### config.mk
export PLATFORM = sky130hd
export DESIGN_NAME = brdg_cmd_arbiter
export DESIGN_NICKNAME = d
export VERILOG_FILES = /design/src/rtl/brdg_pkg.sv /design/src/rtl/brdg_cmd_credit.sv /design/src/rtl/brdg_cmd_arbiter.sv
export SDC_FILE = /design/constraint.sdc
export NUM_CORES = 1
export LEC_CHECK = 0
export BUFFER_PORTS_ARGS = -buffer_cell sky130_fd_sc_hd__buf_2
export CAP_MARGIN = 40
export CORE_AREA = 3 3 209 211
export DETAILED_ROUTE_END_ITERATION = 8
export DIE_AREA = 0 0 212 214
export GPL_TIMING_DRIVEN = 1
export SYNTH_ARGS = -nofsm -noshare
export SYNTH_HDL_FRONTEND = slang
export SYNTH_SLANG_ARGS = --single-unit
### constraint.sdc
create_clock -name clk -period 1.8 [get_ports clk]
set_input_delay 0.36 -clock clk [delete_from_list [all_inputs] [get_ports clk]]
set_output_delay 0.36 -clock clk [all_outputs]
set_load 0.01 [all_outputs]
### src/rtl/brdg_pkg.sv
// Shared TLX command-channel definitions for the bridge: field widths, opcodes,
// the command payload struct and the credit FSM encoding.
package brdg_pkg;

    localparam int unsigned OPC_W      = 8;
    localparam int unsigned AFUTAG_W   = 16;
    localparam int unsigned EA_W       = 68;
    localparam int unsigned DL_W       = 2;
    localparam int unsigned PL_W       = 3;
    localparam int unsigned ACTAG_W    = 12;
    localparam int unsigned PASID_W    = 20;
    localparam int unsigned INIT_CRD_W = 4;

    localparam logic [OPC_W-1:0] OPC_NOP       = 8'h00;
    localparam logic [OPC_W-1:0] OPC_RD_WNITC  = 8'h10;
    localparam logic [OPC_W-1:0] OPC_DMA_W     = 8'h20;
    localparam logic [OPC_W-1:0] OPC_INTRP_REQ = 8'h58;

    typedef struct packed {
        logic [OPC_W-1:0]    opcode;
        logic [AFUTAG_W-1:0] afutag;
        logic [EA_W-1:0]     ea_or_obj;
        logic [DL_W-1:0]     dl;
        logic [PL_W-1:0]     pl;
        logic [ACTAG_W-1:0]  actag;
        logic [PASID_W-1:0]  pasid;
    } tlx_cmd_t;

    typedef enum logic [1:0] {
        CRD_INIT = 2'd0,
        CRD_LOAD = 2'd1,
        CRD_RUN  = 2'd2
    } crd_state_t;

endpackage

### src/rtl/brdg_cmd_credit.sv
// TLX command-credit tracker: loads the initial credit after reset, then counts
// returns against issued commands and flags overflow/underflow stickily.
module brdg_cmd_credit
    import brdg_pkg::*;
#(
    parameter int unsigned CRDW = 6
) (
    input  logic                  clk,
    input  logic                  rst_n,
    input  logic                  tlx_o_cmd_valid_mon,
    input  logic [INIT_CRD_W-1:0] tlx_afu_cmd_initial_credit,
    input  logic                  tlx_afu_cmd_credit,
    output logic                  tlx_afu_cmd_ready,
    output logic [CRDW-1:0]       crd_cnt,
    output logic                  crd_err
);

    localparam logic [CRDW-1:0] CRD_MAX = '1;

    crd_state_t      state_q, state_d;
    logic [CRDW-1:0] cnt_q, cnt_d;
    logic            err_q, err_d;

    always_ff @(posedge clk or negedge rst_n) begin
        if (!rst_n) begin
            state_q <= CRD_INIT;
            cnt_q   <= '0;
            err_q   <= 1'b0;
        end else begin
            state_q <= state_d;
            cnt_q   <= cnt_d;
            err_q   <= err_d;
        end
    end

    always_comb begin
        state_d = state_q;
        cnt_d   = cnt_q;
        err_d   = err_q;
        case (state_q)
            CRD_INIT: state_d = CRD_LOAD;
            CRD_LOAD: begin
                cnt_d   = CRDW'(tlx_afu_cmd_initial_credit);
                state_d = CRD_RUN;
            end
            CRD_RUN: begin
                // A return and a consume in the same cycle cancel out.
                if (tlx_afu_cmd_credit && !tlx_o_cmd_valid_mon) begin
                    if (cnt_q == CRD_MAX) err_d = 1'b1;
                    else                  cnt_d = cnt_q + CRDW'(1);
                end else if (!tlx_afu_cmd_credit && tlx_o_cmd_valid_mon) begin
                    if (cnt_q == '0) err_d = 1'b1;
                    else             cnt_d = cnt_q - CRDW'(1);
                end
            end
            default: state_d = CRD_INIT;
        endcase
    end

    // Reserve the credit of a command leaving this cycle so issue never overdraws.
    assign tlx_afu_cmd_ready = (state_q == CRD_RUN) && (cnt_q > CRDW'(tlx_o_cmd_valid_mon));
    assign crd_cnt           = cnt_q;
    assign crd_err           = err_q;

endmodule

### src/rtl/brdg_cmd_arbiter.sv
// Merges write/read/interrupt command requesters onto the single TLX command
// path through a registered output stage, and hosts the command-credit tracker.
module brdg_cmd_arbiter
    import brdg_pkg::*;
#(
    parameter int unsigned CRDW = 6
) (
    input  logic                  clk,
    input  logic                  rst_n,
    input  logic                  wr_cmd_valid,
    output logic                  wr_cmd_ready,
    input  logic [OPC_W-1:0]      wr_cmd_opcode,
    input  logic [AFUTAG_W-1:0]   wr_cmd_afutag,
    input  logic [EA_W-1:0]       wr_cmd_ea_or_obj,
    input  logic [DL_W-1:0]       wr_cmd_dl,
    input  logic [PL_W-1:0]       wr_cmd_pl,
    input  logic [ACTAG_W-1:0]    wr_cmd_actag,
    input  logic [PASID_W-1:0]    wr_cmd_pasid,
    input  logic                  rd_cmd_valid,
    output logic                  rd_cmd_ready,
    input  logic [OPC_W-1:0]      rd_cmd_opcode,
    input  logic [AFUTAG_W-1:0]   rd_cmd_afutag,
    input  logic [EA_W-1:0]       rd_cmd_ea_or_obj,
    input  logic [DL_W-1:0]       rd_cmd_dl,
    input  logic [PL_W-1:0]       rd_cmd_pl,
    input  logic [ACTAG_W-1:0]    rd_cmd_actag,
    input  logic [PASID_W-1:0]    rd_cmd_pasid,
    input  logic                  ir_cmd_valid,
    output logic                  ir_cmd_ready,
    input  logic [OPC_W-1:0]      ir_cmd_opcode,
    input  logic [AFUTAG_W-1:0]   ir_cmd_afutag,
    input  logic [EA_W-1:0]       ir_cmd_ea_or_obj,
    input  logic [DL_W-1:0]       ir_cmd_dl,
    input  logic [PL_W-1:0]       ir_cmd_pl,
    input  logic [ACTAG_W-1:0]    ir_cmd_actag,
    input  logic [PASID_W-1:0]    ir_cmd_pasid,
    output logic                  arb_o_cmd_valid,
    output logic [OPC_W-1:0]      arb_o_cmd_opcode,
    output logic [AFUTAG_W-1:0]   arb_o_cmd_afutag,
    output logic [EA_W-1:0]       arb_o_cmd_ea_or_obj,
    output logic [DL_W-1:0]       arb_o_cmd_dl,
    output logic [PL_W-1:0]       arb_o_cmd_pl,
    output logic [ACTAG_W-1:0]    arb_o_cmd_actag,
    output logic [PASID_W-1:0]    arb_o_cmd_pasid,
    input  logic                  arb_i_cmd_ready,
    input  logic                  tlx_o_cmd_valid_mon,
    input  logic [INIT_CRD_W-1:0] tlx_afu_cmd_initial_credit,
    input  logic                  tlx_afu_cmd_credit,
    output logic                  tlx_afu_cmd_ready,
    output logic [CRDW-1:0]       crd_cnt,
    output logic                  crd_err
);

    tlx_cmd_t wr_cmd, rd_cmd, ir_cmd;
    tlx_cmd_t out_q, out_d;
    logic     out_vld_q, out_vld_d;
    logic     rr_q, rr_d;
    logic     arb_en_q;
    logic     load;
    logic     gnt_wr, gnt_rd, gnt_ir;

    assign wr_cmd = '{opcode: wr_cmd_opcode, afutag: wr_cmd_afutag, ea_or_obj: wr_cmd_ea_or_obj,
                      dl: wr_cmd_dl, pl: wr_cmd_pl, actag: wr_cmd_actag, pasid: wr_cmd_pasid};
    assign rd_cmd = '{opcode: rd_cmd_opcode, afutag: rd_cmd_afutag, ea_or_obj: rd_cmd_ea_or_obj,
                      dl: rd_cmd_dl, pl: rd_cmd_pl, actag: rd_cmd_actag, pasid: rd_cmd_pasid};
    assign ir_cmd = '{opcode: ir_cmd_opcode, afutag: ir_cmd_afutag, ea_or_obj: ir_cmd_ea_or_obj,
                      dl: ir_cmd_dl, pl: ir_cmd_pl, actag: ir_cmd_actag, pasid: ir_cmd_pasid};

    // arb_en_q keeps every requester ready low while reset is applied.
    assign load = arb_en_q && (!out_vld_q || arb_i_cmd_ready);

    // Interrupts win outright; wr/rd alternate via rr (0 = wr preferred).
    always_comb begin
        gnt_wr    = 1'b0;
        gnt_rd    = 1'b0;
        gnt_ir    = 1'b0;
        rr_d      = rr_q;
        out_d     = out_q;
        out_vld_d = out_vld_q;
        if (load) begin
            out_vld_d = 1'b0;
            if (ir_cmd_valid) begin
                gnt_ir    = 1'b1;
                out_d     = ir_cmd;
                out_vld_d = 1'b1;
            end else if (wr_cmd_valid && (!rd_cmd_valid || !rr_q)) begin
                gnt_wr    = 1'b1;
                out_d     = wr_cmd;
                out_vld_d = 1'b1;
                rr_d      = 1'b1;
            end else if (rd_cmd_valid) begin
                gnt_rd    = 1'b1;
                out_d     = rd_cmd;
                out_vld_d = 1'b1;
                rr_d      = 1'b0;
            end
        end
    end

    always_ff @(posedge clk or negedge rst_n) begin
        if (!rst_n) begin
            out_q     <= '0;
            out_vld_q <= 1'b0;
            rr_q      <= 1'b0;
            arb_en_q  <= 1'b0;
        end else begin
            out_q     <= out_d;
            out_vld_q <= out_vld_d;
            rr_q      <= rr_d;
            arb_en_q  <= 1'b1;
        end
    end

    assign wr_cmd_ready        = gnt_wr;
    assign rd_cmd_ready        = gnt_rd;
    assign ir_cmd_ready        = gnt_ir;
    assign arb_o_cmd_valid     = out_vld_q;
    assign arb_o_cmd_opcode    = out_q.opcode;
    assign arb_o_cmd_afutag    = out_q.afutag;
    assign arb_o_cmd_ea_or_obj = out_q.ea_or_obj;
    assign arb_o_cmd_dl        = out_q.dl;
    assign arb_o_cmd_pl        = out_q.pl;
    assign arb_o_cmd_actag     = out_q.actag;
    assign arb_o_cmd_pasid     = out_q.pasid;

    brdg_cmd_credit #(
        .CRDW(CRDW)
    ) u_credit (
        .clk                        (clk),
        .rst_n                      (rst_n),
        .tlx_o_cmd_valid_mon        (tlx_o_cmd_valid_mon),
        .tlx_afu_cmd_initial_credit (tlx_afu_cmd_initial_credit),
        .tlx_afu_cmd_credit         (tlx_afu_cmd_credit),
        .tlx_afu_cmd_ready          (tlx_afu_cmd_ready),
        .crd_cnt                    (crd_cnt),
        .crd_err                    (crd_err)
    );

endmodule

==> reports/qor.yml <==
critical_path:
  cp-end-kind: "output port"
  rr_endpoint: "u_credit.crd_cnt[5]"
  startpoint_type: "flip-flop"
  ff2ff_path_depth: 7
  slowest_stage: "dfrtp_2"
  critPathBufInv: 2
  critPathKind: "reg -> out"
  crit_arrival_ns: 1.54
  worstPathRequired_ns: 1.44
  regToRegSetupSlack_ns: -0.03
  worstPathCellList: "buf_6 -> nor3_4 -> nand2_1 -> o21a_1 -> buf_2"
  crit_family: "flip-flops"
  max_stage_delay_ns: 0.42
  cp.depth: 5
  path_max_fanout: 2
  r2r_start: "u_credit.crd_cnt[1]"
layout:
  seq_area_um2: 3530
  layout-drive-gt1-share: 0.493
  multi_input_area_um2: 4520
  nets: 1943
  final_util: 0.320
  fin_area_um2: 13400
  nFillCells: 4422
  area_delta_synth_final_pct: 66.7
  layoutNonFillerInstCount: 2087
drt:
  drc: 0
  wl_per_cell_um: 15.5
  drt_wl_total_mm: 32.4
  ant_nets: 0
  viasPerCell: 4.26
  firstDrtPassIters: 4
  vias: 8883
  drt_iter0_markers: 327
die:
  die_area_um2: 45400
  die_y_um: 214
  start_util: 0.192
  die_w_um: 212
  core_area_um2: 41900
  fp-row-count: 75
  io_pins: 540
yosys:
  synth-async-reset-ratio: 1.00
  yosysTopAreaCellShare: 0.439
  yosys_warnings: 0
  avgSynthCellArea_um2: 8.52
  netlist_area_um2: 8050
  synth_top_area_cell: "dfrtp_1"
  synth_ff_type: "dfrtp_1"
  synth-edff-count: 0
  ys_types: 42
  synth-seq-area-share: 0.439
  synth_cells: 944
  synth.most_common_cell: "dfrtp_1"
  synth_fp_nets: 1352
  yosys-top-cells-area: "dfrtp_1, mux2i_1, o21ai_0"
  synth_commonest_cells: "dfrtp_1, nand2_1, nor2_1"
  ys_ff_latch: 141
status:
  failed_checks: "setup timing"
  status: "finished, violations left"
sta:
  setup_viol: 4
  grt_setup_unrepaired: "true"
  slew_viol_final: 0
  skew_ns: 0.00772
  fin_crit_sh: 1.06
  fmax_ghz: 0.525
  setup_slack_ns: -0.104
  min_period_ns: 1.90
  hold_viol: 0
global_route:
  antenna_found_initial: 1
  overflow: 0
  track_usage: 0.134
  grt_pass1_wl_mm: 47.1
  first_global_vias: 8861
  grt_max_degree: 87
pwr:
  p_leak_nw: 6.77
  power_w: 0.0126
  pwr-share-comb: 0.399
  internal_power_w: 0.00836
  power_frac_clock: 0.264
  powerDensity_nw_per_um2: 940
  peakVddDrop_uv: 480
  switchingPower_w: 0.00424
  switching_share: 0.337
  pwr-share-seq: 0.337
placed_design:
  dpl-instance-area_um2: 11900
  dp.cells: 2026
  place.gp.congestion: 0.911
  io_buffer_count: 539
  dp_hpwl_mm: 25.2
min_path:
  min_path_cells: 3
  whs_endpoint: "arb_o_cmd_afutag[5]"
  min_path_type: "in -> reg"
  min_from: "ir_cmd_afutag[5]"
clocking:
  cts_buffers: 17
  clock_latency_ns: 0.42
  htreeDepth: 4
  cts.sinks: 141
  clock_path_buffers: 2
  cts_tree: "done"
  cts-root-buf: "clkbuf_16"
  clk_pin_slew_ns: 0.06
job:
  drv_cap: 0
[worst max path at each step]
| stage | startpoint | end | slack (ns) |
|---|---|---|---|
| after floorplan | tlx_o_cmd_valid_mon | u_credit.crd_cnt[5] | -0.04 |
| after global placement | tlx_o_cmd_valid_mon | u_credit.crd_cnt[5] | -0.28 |
| after detailed placement | tlx_o_cmd_valid_mon | u_credit.crd_cnt[5] | -0.28 |
| after CTS | u_credit.crd_cnt[0] | tlx_afu_cmd_ready | -0.18 |
| after global routing | u_credit.crd_cnt[2] | tlx_afu_cmd_ready | -0.19 |
| final | u_credit.crd_cnt[1] | tlx_afu_cmd_ready | -0.10 |
[worst register-to-register path: cells and delay by family (launching register included)]
family	cells	cell delay [ns]
buffers and inverters	1	0.14
adders and majority gates	1	0.24
and+or+nand+nor	3	0.61
DFF	1	0.42
AOI/OAI and AO/OA	1	0.23
muxes	1	0.13
[placed cells by master (no fill, tap or decap), types with 4 or more instances in the layout]
master     synthesis  final
mux2i_2            0     13
inv_1              8      7
clkbuf_1          35      6
buf_16             0      7
a21oi_1          131     97
buf_4             21     53
nor2_2             0      6
mux2_2             6      6
o21ai_0          132     42
clkbuf_8           0      4
buf_8              0     11
nand2_1          138    138
mux2i_1          131    112
a21oi_2            0     34
buf_12             0     20
mux2i_4            0      6
dfrtp_1          141    137
nor2_1           136    129
buf_6              1     17
o21ai_1            2     89
buf_2             10    535
dfrtp_2            0      4
ha_4               0      5
clkbuf_16          0     19
[cells by family (layout without fill, tap and decap cells)]
family	count (synthesis)	count (layout)	share of synthesized area
AOI/OAI and AO/OA	280	280	0.180
xor gates and xnor gates	2	2	0.00218
adders and majority gates	9	9	0.0149
buffers and inverters	83	686	0.0510
DFF	141	141	0.439
muxes	137	137	0.171
other	1	2	0.000466
and+or+nand+nor	291	291	0.141
[power by group through the flow]
stage / clock network [W] / logic, W / registers [W]
after floorplan: 0 / 0.00183 / 0.00457
after global placement: 0 / 0.00412 / 0.00429
after detailed placement: 0 / 0.00419 / 0.00431
after CTS: 0.00348 / 0.00458 / 0.00423
after global routing: 0.00362 / 0.00550 / 0.00433
final: 0.00333 / 0.00502 / 0.00424
[flip-flops by register name, indices dropped and copies added, names as in the netlist, 2 cells and up]
register,count
arb_o_cmd_dl,2
arb_o_cmd_afutag,16
arb_o_cmd_opcode,8
arb_o_cmd_pl,3
arb_o_cmd_actag,12
u_credit.crd_cnt,6
arb_o_cmd_pasid,20
arb_o_cmd_ea_or_obj,68
u_credit.state_q,2
[through the flow]
stage	TNS, ns	hold WS [ns]	worst slack (ns)
finish	-0.229	0.202	-0.104
global route	-3.58	0.184	-0.188
CTS	-0.740	0.178	-0.176
detailed placement	-1.55	0.347	-0.277
global placement	-1.29	0.341	-0.276
floorplan	-0.0366	0.0644	-0.0366
[what timing repair did]
| item | 4_1_cts | 5_1_grt |
|---|---|---|
| setup endpoints to repair | 12 | 121 |
| hold buffers | 1 | 0 |
| endpoints found under the hold margin | 33 | 0 |
| pin swaps | 8 | 20 |
| gates resized for setup | 44 | 186 |
| cloned | 5 | 2 |
| buffers inserted | 12 | 9 |
[area by class of cell]
type	instances	share of cell area
sequential	141	0.264
clock inverter	5	0.00439
multi-input combinational	720	0.337
timing repair buffer	647	0.306
antenna	1	0.000187
tap	539	0.0503
clock buffer	26	0.0365
inverter	8	0.00243
[layer usage]
metal / track usage / vias up / wire length, um
li1: - / 4426 / -
met1: 0.151 / 4071 / 12900
met2: 0.240 / 352 / 16200
met3: 0.0393 / 34 / 2400
met4: 0.0469 / 0 / 826
met5: 0 / - / 0
Note: power is estimated with default switching activity, not from simulation.
